==> src/rtl/state_dump_unit.sv <==
// state_dump_unit: freezes the CPU, then streams the register bank and data RAM over valid/ready.
// Optional macro DUMP_CHECKSUM_EN appends an XOR checksum word after the last RAM word.
module state_dump_unit #(
  parameter int unsigned DATA_WIDTH   = 32,
  parameter int unsigned REG_ADDR_W   = 5,
  parameter int unsigned REG_FIRST    = 1,
  parameter int unsigned REG_LAST     = 31,
  parameter int unsigned RAM_ADDR_W   = 8,
  parameter int unsigned RAM_WORDS    = 5,
  parameter int unsigned DRAIN_CYCLES = 4
) (
  input  logic                  clock,
  input  logic                  reset,
  input  logic                  start,
  output logic                  cpu_enable,
  output logic                  busy,
  output logic                  done,
  output logic [REG_ADDR_W-1:0] reg_rd_addr,
  input  logic [DATA_WIDTH-1:0] reg_rd_data,
  output logic [RAM_ADDR_W-1:0] ram_rd_addr,
  input  logic [DATA_WIDTH-1:0] ram_rd_data,
  output logic                  out_valid,
  input  logic                  out_ready,
  output logic [DATA_WIDTH-1:0] out_data,
  output logic [1:0]            out_tag,
  output logic [7:0]            out_index
);

  localparam int unsigned DRAIN_W = (DRAIN_CYCLES > 1) ? $clog2(DRAIN_CYCLES) : 1;
  localparam int unsigned TAG_W   = 2;
  localparam int unsigned IDX_W   = 8;
  localparam logic [TAG_W-1:0] TAG_REG = 2'b00;
  localparam logic [TAG_W-1:0] TAG_RAM = 2'b01;
`ifdef DUMP_CHECKSUM_EN
  localparam logic [TAG_W-1:0] TAG_CSUM = 2'b10;
`endif

  typedef enum logic [3:0] {
    ST_IDLE,
    ST_DRAIN,
    ST_REG,
    ST_REG_OUT,
    ST_RAM_ADDR,
    ST_RAM_WAIT,
    ST_RAM_OUT,
`ifdef DUMP_CHECKSUM_EN
    ST_CSUM,
    ST_CSUM_OUT,
`endif
    ST_FINISH
  } state_t;

  state_t state, next_state;

  logic [DRAIN_W-1:0] drain_cnt;
  logic handshake, reg_last, ram_last, drain_done;
  logic clear_run, drain_step, load_reg, step_reg, enter_ram, load_ram, step_ram;
`ifdef DUMP_CHECKSUM_EN
  logic [DATA_WIDTH-1:0] csum;
  logic load_csum, word_accepted;
`endif

  assign handshake  = out_valid & out_ready;
  assign reg_last   = (reg_rd_addr == REG_ADDR_W'(REG_LAST));
  assign ram_last   = (ram_rd_addr == RAM_ADDR_W'(RAM_WORDS - 1));
  assign drain_done = (drain_cnt == DRAIN_W'(DRAIN_CYCLES - 1));

  // State register
  always_ff @(posedge clock) begin
    if (!reset) state <= ST_IDLE;
    else        state <= next_state;
  end

  // Next-state logic
  always_comb begin
    next_state = state;
    case (state)
      ST_IDLE:     if (start) next_state = ST_DRAIN;
      ST_DRAIN:    if (drain_done) next_state = ST_REG;
      ST_REG:      next_state = ST_REG_OUT;
      ST_REG_OUT:  if (handshake) next_state = reg_last ? ST_RAM_ADDR : ST_REG;
      ST_RAM_ADDR: next_state = ST_RAM_WAIT;
      ST_RAM_WAIT: next_state = ST_RAM_OUT;
`ifdef DUMP_CHECKSUM_EN
      ST_RAM_OUT:  if (handshake) next_state = ram_last ? ST_CSUM : ST_RAM_ADDR;
      ST_CSUM:     next_state = ST_CSUM_OUT;
      ST_CSUM_OUT: if (handshake) next_state = ST_FINISH;
`else
      ST_RAM_OUT:  if (handshake) next_state = ram_last ? ST_FINISH : ST_RAM_ADDR;
`endif
      ST_FINISH:   next_state = ST_IDLE;
      default:     next_state = ST_IDLE;
    endcase
  end

  // Datapath strobes decoded from the current state
  always_comb begin
    clear_run  = 1'b0;
    drain_step = 1'b0;
    load_reg   = 1'b0;
    step_reg   = 1'b0;
    enter_ram  = 1'b0;
    load_ram   = 1'b0;
    step_ram   = 1'b0;
`ifdef DUMP_CHECKSUM_EN
    load_csum     = 1'b0;
    word_accepted = 1'b0;
`endif
    case (state)
      ST_IDLE:     clear_run  = start;
      ST_DRAIN:    drain_step = 1'b1;
      ST_REG:      load_reg   = 1'b1;
      ST_REG_OUT: begin
        step_reg  = handshake & ~reg_last;
        enter_ram = handshake & reg_last;
`ifdef DUMP_CHECKSUM_EN
        word_accepted = handshake;
`endif
      end
      ST_RAM_WAIT: load_ram = 1'b1;
      ST_RAM_OUT: begin
        step_ram = handshake & ~ram_last;
`ifdef DUMP_CHECKSUM_EN
        word_accepted = handshake;
`endif
      end
`ifdef DUMP_CHECKSUM_EN
      ST_CSUM:     load_csum = 1'b1;
`endif
      default: ;
    endcase
  end

  // Registered outputs, read addresses and counters
  always_ff @(posedge clock) begin
    if (!reset) begin
      cpu_enable  <= 1'b1;
      busy        <= 1'b0;
      done        <= 1'b0;
      out_valid   <= 1'b0;
      out_data    <= '0;
      out_tag     <= '0;
      out_index   <= '0;
      reg_rd_addr <= '0;
      ram_rd_addr <= '0;
      drain_cnt   <= '0;
`ifdef DUMP_CHECKSUM_EN
      csum        <= '0;
`endif
    end else begin
      cpu_enable <= (next_state == ST_IDLE);
      busy       <= (next_state != ST_IDLE);
      done       <= (next_state == ST_FINISH);

      if (clear_run)       drain_cnt <= '0;
      else if (drain_step) drain_cnt <= drain_cnt + DRAIN_W'(1);

      if (drain_step)    reg_rd_addr <= REG_ADDR_W'(REG_FIRST);
      else if (step_reg) reg_rd_addr <= reg_rd_addr + REG_ADDR_W'(1);

      if (enter_ram)     ram_rd_addr <= '0;
      else if (step_ram) ram_rd_addr <= ram_rd_addr + RAM_ADDR_W'(1);

      if (load_reg) begin
        out_data  <= reg_rd_data;
        out_tag   <= TAG_REG;
        out_index <= IDX_W'(reg_rd_addr);
      end else if (load_ram) begin
        out_data  <= ram_rd_data;
        out_tag   <= TAG_RAM;
        out_index <= IDX_W'(ram_rd_addr);
      end
`ifdef DUMP_CHECKSUM_EN
      else if (load_csum) begin
        out_data  <= csum;
        out_tag   <= TAG_CSUM;
        out_index <= '0;
      end

      if (clear_run)          csum <= '0;
      else if (word_accepted) csum <= csum ^ out_data;

      if (load_reg | load_ram | load_csum) out_valid <= 1'b1;
      else if (handshake)                  out_valid <= 1'b0;
`else
      if (load_reg | load_ram) out_valid <= 1'b1;
      else if (handshake)      out_valid <= 1'b0;
`endif
    end
  end

endmodule

==> config.mk <==
export PLATFORM = sky130hd
export DESIGN_NAME = state_dump_unit
export DESIGN_NICKNAME = d
export VERILOG_FILES = /design/src/rtl/state_dump_unit.sv
export SDC_FILE = /design/constraint.sdc
export NUM_CORES = 1
export LEC_CHECK = 0
export BUFFER_PORTS_ARGS = -buffer_cell sky130_fd_sc_hd__buf_4
export CAP_MARGIN = 20
export CELL_PAD_IN_SITES_DETAIL_PLACEMENT = 0
export CELL_PAD_IN_SITES_GLOBAL_PLACEMENT = 1
export CORE_AREA = 2 2 101 103
export DETAILED_ROUTE_END_ITERATION = 10
export DIE_AREA = 0 0 103 105
export GPL_ROUTABILITY_DRIVEN = 0
export PLACE_DENSITY_LB_ADDON = 0.05
export SETUP_SLACK_MARGIN = 0.3
export SYNTH_ARGS = -nofsm -noshare
export SYNTH_HDL_FRONTEND = slang
export SYNTH_SLANG_ARGS = --single-unit
==> constraint.sdc <==
create_clock -name clock -period 1.95 [get_ports clock]
set_clock_uncertainty 0.05 [all_clocks]
set_input_delay 0.2925 -clock clock [delete_from_list [all_inputs] [get_ports clock]]
set_output_delay 0.2925 -clock clock [all_outputs]
set_load 0.05 [all_outputs]
==> metrics.yaml, run 1 <==
worstHoldPathType: "input port to flop"
max_freq_mhz: 574
start_kind: "flop"
final_cell_mix: "buf_4 (142), nor2_1 (55), dfxtp_1 (48)"
slew_violations: 0
finalHoldViolCount: 0
cts_max_path_buffers: 2
crit_type: "flop to flop"
cts_tree: "yes"
min_to: "out_data[31]"
yosysTopAreaCell: "dfxtp_1"
cts-hold-fix-buffers: 0
fillers: 971
arrival_ps: 1980
layout.nets: 524
drc: 0
rows: 36
ys_warn_count: 0
grt_setup_unrepaired: "yes"
p_per_area_mw_per_mm2: 588
rr_startpoint: "reg_rd_addr[0]"
vias: 2837
finalSetupViolations: 0
avgSynthCellArea_um2: 9.77
final_common_cell: "buf_4"
worstHoldPathCells: 3
p_leak_nw: 1.89
hold_ws_ps: 187
die_w_um: 103
cp_max_fo: 7
gr-total-overflow: 0
finalCriticalPeriod_ps: 1740
netlist.area_leader.share: 0.424
synth_cell_types: 54
setup_tns_ps: 0
synth_edf_count: 0
power.total_mw: 2.79
reg2reg_depth: 6
syn_to_final_growth_pct: 57.3
synthCells: 309
ioPinCount: 127
vias_per_cell: 4.82
placed_cell_area_mm2: 0.00413
synth-seq-cells: 64
die_area_mm2: 0.0108
cts_root_buf: "clkbuf_8"
drv_cap: 0
relSlewSlack: 0.654
track_usage: 0.171
antenna_left: 0
diodes: 0
regArea_mm2: 0.00132
worstSetupEndpointType: "flop"
die_h_um: 105
cts_buffers: 9
r2r_end: "ram_rd_addr[6]"
grt_max_degree: 43
synth_top_flop_cell: "dfxtp_1"
dp_hpwl_um: 6030
synthTopCellsByArea: "dfxtp_1 (42%), mux2i_1 (14%), a211oi_1 (8.9%), nor2_1 (7.0%), buf_6 (2.2%)"
design_area_mm2: 0.00475
cp.required_ps: 2190
ys_async_sr_fraction: 0
grt_pass1_vias: 2797
wl_per_cell_um: 15.6
ys_seq_area_frac: 0.424
drt_iter0_drc: 58
drive_gt1_frac: 0.493
port_buffers: 125
tightest_slew_ps: 519
clk_latency_ps: 340
antenna_found_initial: 0
cts.sinks: 64
start_util: 0.313
status: "finished clean"
grt_pass1_wl_um: 14300
drt_wl_total_um: 9180
syn_area_mm2: 0.00302
drt-pass1-iter-count: 5
period_share: 0.893
multi_input_area_mm2: 0.00177
cts.clk_slew.worst_paths_ps: 80
rrSetupSlack_ps: 210
core_region_area_mm2: 0.00964
irDropWorstVdd_uv: 288
min-delay-start: "reg_rd_data[31]"
htreeDepth: 3
## where the power goes
group	switching [mW]	internal, mW	leakage [nW]
Sequential	0.00496	1.30	0.526
Combinational	0.0751	0.111	1.25
Clock	0.537	0.763	0.120
## cell usage after synthesis (2+ instances only)
master and n:
dfxtp_1 64, ha_1 5, clkbuf_1 8, nand3_1 3, mux2i_1 43, or4b_1 2, buf_2 6, nor4_1 2
nand3b_1 2, a211oi_1 36, o21ai_0 3, o21a_1 2, a21oi_1 7, nand4_1 3, a31oi_1 3, buf_4 2
or4_1 2, xor2_1 2, buf_6 6, or3_1 2, and2_2 2, xnor2_1 4, o211ai_1 2, or3b_1 2
inv_1 4, nor2_1 56, nand2_1 9
## critical path, cell delays in order (launching register included)
cell and delay, ps:
dfxtp_4 360, ha_4 150, and3_4 180, ha_4 180
a31o_4 250, or4_1 460, nand2_1 60
## per-layer routing
layer  vias up  global-route usage  routed length (um)
met2        87               0.281                4460
met1      1332               0.215                4090
met5         -                   0                   0
li1       1407                   -                   -
met3        11              0.0495                 507
met4         0              0.0470                 119
## layout make-up
class | instances | area share
Clock buffer | 14 | 0.0477
Timing Repair Buffer | 152 | 0.259
Tap cell | 133 | 0.0350
Multi-Input combinational cell | 219 | 0.373
Clock inverter | 2 | 0.00263
Inverter | 5 | 0.00500
Sequential cell | 64 | 0.278
## sequential cells by signal, indices dropped and copies added (netlist names)
signal / count
busy: 1
cpu_enable: 1
done: 1
drain_cnt: 2
out_data: 32
out_index: 8
out_tag: 1
out_valid: 1
ram_rd_addr: 8
reg_rd_addr: 5
state: 4
## kinds of logic (layout without fill, tap and decap cells)
group | Yosys count | after routing | share of synthesized area
multiplexers | 43 | 43 | 0.143
AO/OA/AOI/OAI | 62 | 62 | 0.159
buffers and inverters | 27 | 173 | 0.0534
AND/OR/NAND/NOR | 101 | 101 | 0.181
adder cells (fa/ha/maj) | 5 | 5 | 0.0207
other | 1 | 2 | 0.00124
XOR/XNOR | 6 | 6 | 0.0174
flip-flops | 64 | 64 | 0.424
## metrics by stage
step            util  std cells  setup WS (ps)
2_1_floorplan      -        310            156
3_3_place_gp   0.429        557            166
3_5_place_dp   0.429        557            133
4_1_cts        0.481        585            206
5_1_grt        0.493        589            153
6_report       0.493        589            209
## what timing repair did
item | 4_1_cts | 5_1_grt
gates resized for setup | 32 | 23
pin swaps | 16 | 6
cloned | 2 | 0
buffers inserted | 10 | 4
endpoints found under the setup margin | 54 | 54
## worst max path at each step
| stage | endpoint | from | slack (ps) |
|---|---|---|---|
| floorplan | ram_rd_addr[6] | reg_rd_addr[1] | 160 |
| global placement | out_index[0] | state[1] | 170 |
| detailed placement | out_data[30] | state[1] | 130 |
| finish | ram_rd_addr[6] | reg_rd_addr[0] | 210 |
| global route | ram_rd_addr[7] | reg_rd_addr[0] | 150 |
| CTS | ram_rd_addr[6] | reg_rd_addr[0] | 210 |
No activity file was read; power rests on OpenSTA's default activity.
==> run 2, diff against run 1 <==
Settings changed: RECOVER_POWER from default to 100.
==> run 2 against run 1 <==
Effect of this change:
- die area did not move
- via count barely moved
- global-route usage unchanged
- setup slack lost 75 ps
- flip-flop and latch count unchanged
- combinational power down 4%
- final cell count unchanged
- largest cell class unchanged
==> metrics.yaml, run 2 (synthesis gave the netlist of run 1 again) <==
cts_root_buf: "clkbuf_8"
cts.sinks: 64  # unchanged
clk_latency_ps: 340  # about the same
cts_max_path_buffers: 2  # unchanged
wl_per_cell_um: 15.8  # +1.2%
drive_gt1_frac: 0.331  # -0.162
max_freq_mhz: 551  # -4.1%
crit_type: "flop to flop"
drc: 0  # unchanged
largestRegisters: "out_data (32), out_index (8), ram_rd_addr (8)"
core_region_area_mm2: 0.00964  # unchanged
min_to: "out_data[31]"
status: "finished clean"
cts-hold-fix-buffers: 0  # unchanged
setup_ws_ps: 134  # -74.9 ps
relSlewSlack: 0.568  # -0.0864
clkPwrFrac: 0.467  # about the same
rows: 36  # unchanged
p_leak_nw: 1.62  # -14%
largest_register_ffs: 32  # unchanged
hold_ws_ps: 186  # -0.358 ps
min-delay-start: "reg_rd_data[31]"
power.total_mw: 2.79  # -0.12%
p_per_area_mw_per_mm2: 637  # +8.4%
grt_setup_unrepaired: "yes"
drt_wl_total_um: 9290  # +1.2%
finalHoldViolCount: 0  # unchanged
worstHoldPathCells: 3  # unchanged
pwr-share-comb: 0.064  # -0.003
finalSetupViolations: 0  # unchanged
cp.required_ps: 2190  # about the same
diodes: 0  # unchanged
cts.clk_slew.worst_paths_ps: 80  # about the same
p_sw_frac: 0.221  # -0.000342
grt_max_degree: 43  # unchanged
drt_iter0_drc: 61  # +5.2%
top_register: "out_data"
cp_max_fo: 7  # unchanged
vias_per_cell: 4.81  # about the same
grt_pass1_wl_um: 14300  # unchanged
worstHoldPathType: "input port to flop"
dp_hpwl_um: 6030  # unchanged
reg2reg_depth: 6  # unchanged
final_cell_mix: "buf_4 (82), clkbuf_1 (60), nor2_1 (55)"
syn_to_final_growth_pct: 45.0
cts_buffers: 9  # unchanged
rr_startpoint: "reg_rd_addr[1]"
port_buffers: 125  # unchanged
track_usage: 0.171  # unchanged
die_area_mm2: 0.0108  # unchanged
setup_tns_ps: 0  # unchanged
p_int_mw: 2.17  # about the same
vias: 2835  # -0.070%
worstSetupEndpointType: "flop"
period_share: 0.931  # +0.0384
place_ws_ps: 133  # unchanged
cts_tree: "yes"
tightest_slew_ps: 651  # +132 ps
htreeDepth: 3  # unchanged
slew_violations: 0  # unchanged
antenna_found_initial: 0  # unchanged
finalCriticalPeriod_ps: 1820  # +74.9 ps
start_kind: "flop"
p_switching_uw: 616  # -0.27%
final_common_cell: "buf_4"
gr-total-overflow: 0  # unchanged
grt_pass1_vias: 2797  # unchanged
arrival_ps: 2050  # +70 ps
r2r_end: "ram_rd_addr[6]"
drt-pass1-iter-count: 4  # -1
layout.nets: 524  # unchanged
ioPinCount: 127  # unchanged
start_util: 0.313  # unchanged
die_w_um: 103  # unchanged
rrSetupSlack_ps: 130  # -70 ps
die_h_um: 105  # unchanged
irDropWorstVdd_uv: 288  # about the same
seqPwrFrac: 0.469  # about the same
antenna_left: 0  # unchanged
drv_cap: 0  # unchanged
run 2: worst max path at each step:
stage,cells after the start,slack [ps],startpoint,end
after global routing,6,80,reg_rd_addr[1],ram_rd_addr[7]
after global placement,4,170,state[1],out_index[0]
after CTS,6,210,reg_rd_addr[0],ram_rd_addr[6]
after floorplan,6,160,reg_rd_addr[1],ram_rd_addr[6]
final,6,130,reg_rd_addr[1],ram_rd_addr[6]
after detailed placement,4,130,state[1],out_data[30]
run 2: cell type report:
cell class	count	area [um^2]
Multi-Input combinational cell	219	1650
Tap cell	133	166
Timing Repair Buffer	152	991
Fill cell	1051	5260
Inverter	5	23.8
Sequential cell	64	1310
Clock inverter	2	12.5
Clock buffer	14	226
run 2: timing repair:
action,CTS,global route
pin swaps,16,6
cloned,2,0
gates resized for setup,32,23
buffers inserted,10,4
endpoints found under the setup margin,54,54
run 2: through the flow:
step           utilization  std cells  area, um^2
2_1_floorplan            -        310        3080
3_3_place_gp         0.429        557        4130
3_5_place_dp         0.429        557        4130
4_1_cts              0.481        585        4630
5_1_grt              0.454        589        4380
6_report             0.454        589        4380
run 2: power groups by stage:
stage | Sequential [mW] | Clock, mW | Combinational (mW)
2_1_floorplan | 1.34 | 0 | 0.0473
3_5_place_dp | 1.34 | 0 | 0.173
4_1_cts | 1.31 | 1.34 | 0.182
5_1_grt | 1.31 | 1.41 | 0.192
6_report | 1.31 | 1.30 | 0.178
3_3_place_gp | 1.34 | 0 | 0.172
run 2: worst max-delay path: stages, from the launching register on:
cell and delay, ps:
dfxtp_1 320, ha_1 200, and3_1 210, ha_4 190
a31o_1 260, or4_1 470, nand2_1 60
run 2: routing by layer:
| layer | track usage | vias to the layer above | part of all wire |
|---|---|---|---|
| met5 | 0 | - | 0 |
| met4 | 0.0470 | 0 | 0.013 |
| met3 | 0.0495 | 11 | 0.047 |
| met2 | 0.281 | 80 | 0.48 |
| met1 | 0.215 | 1334 | 0.46 |
| li1 | - | 1410 | - |
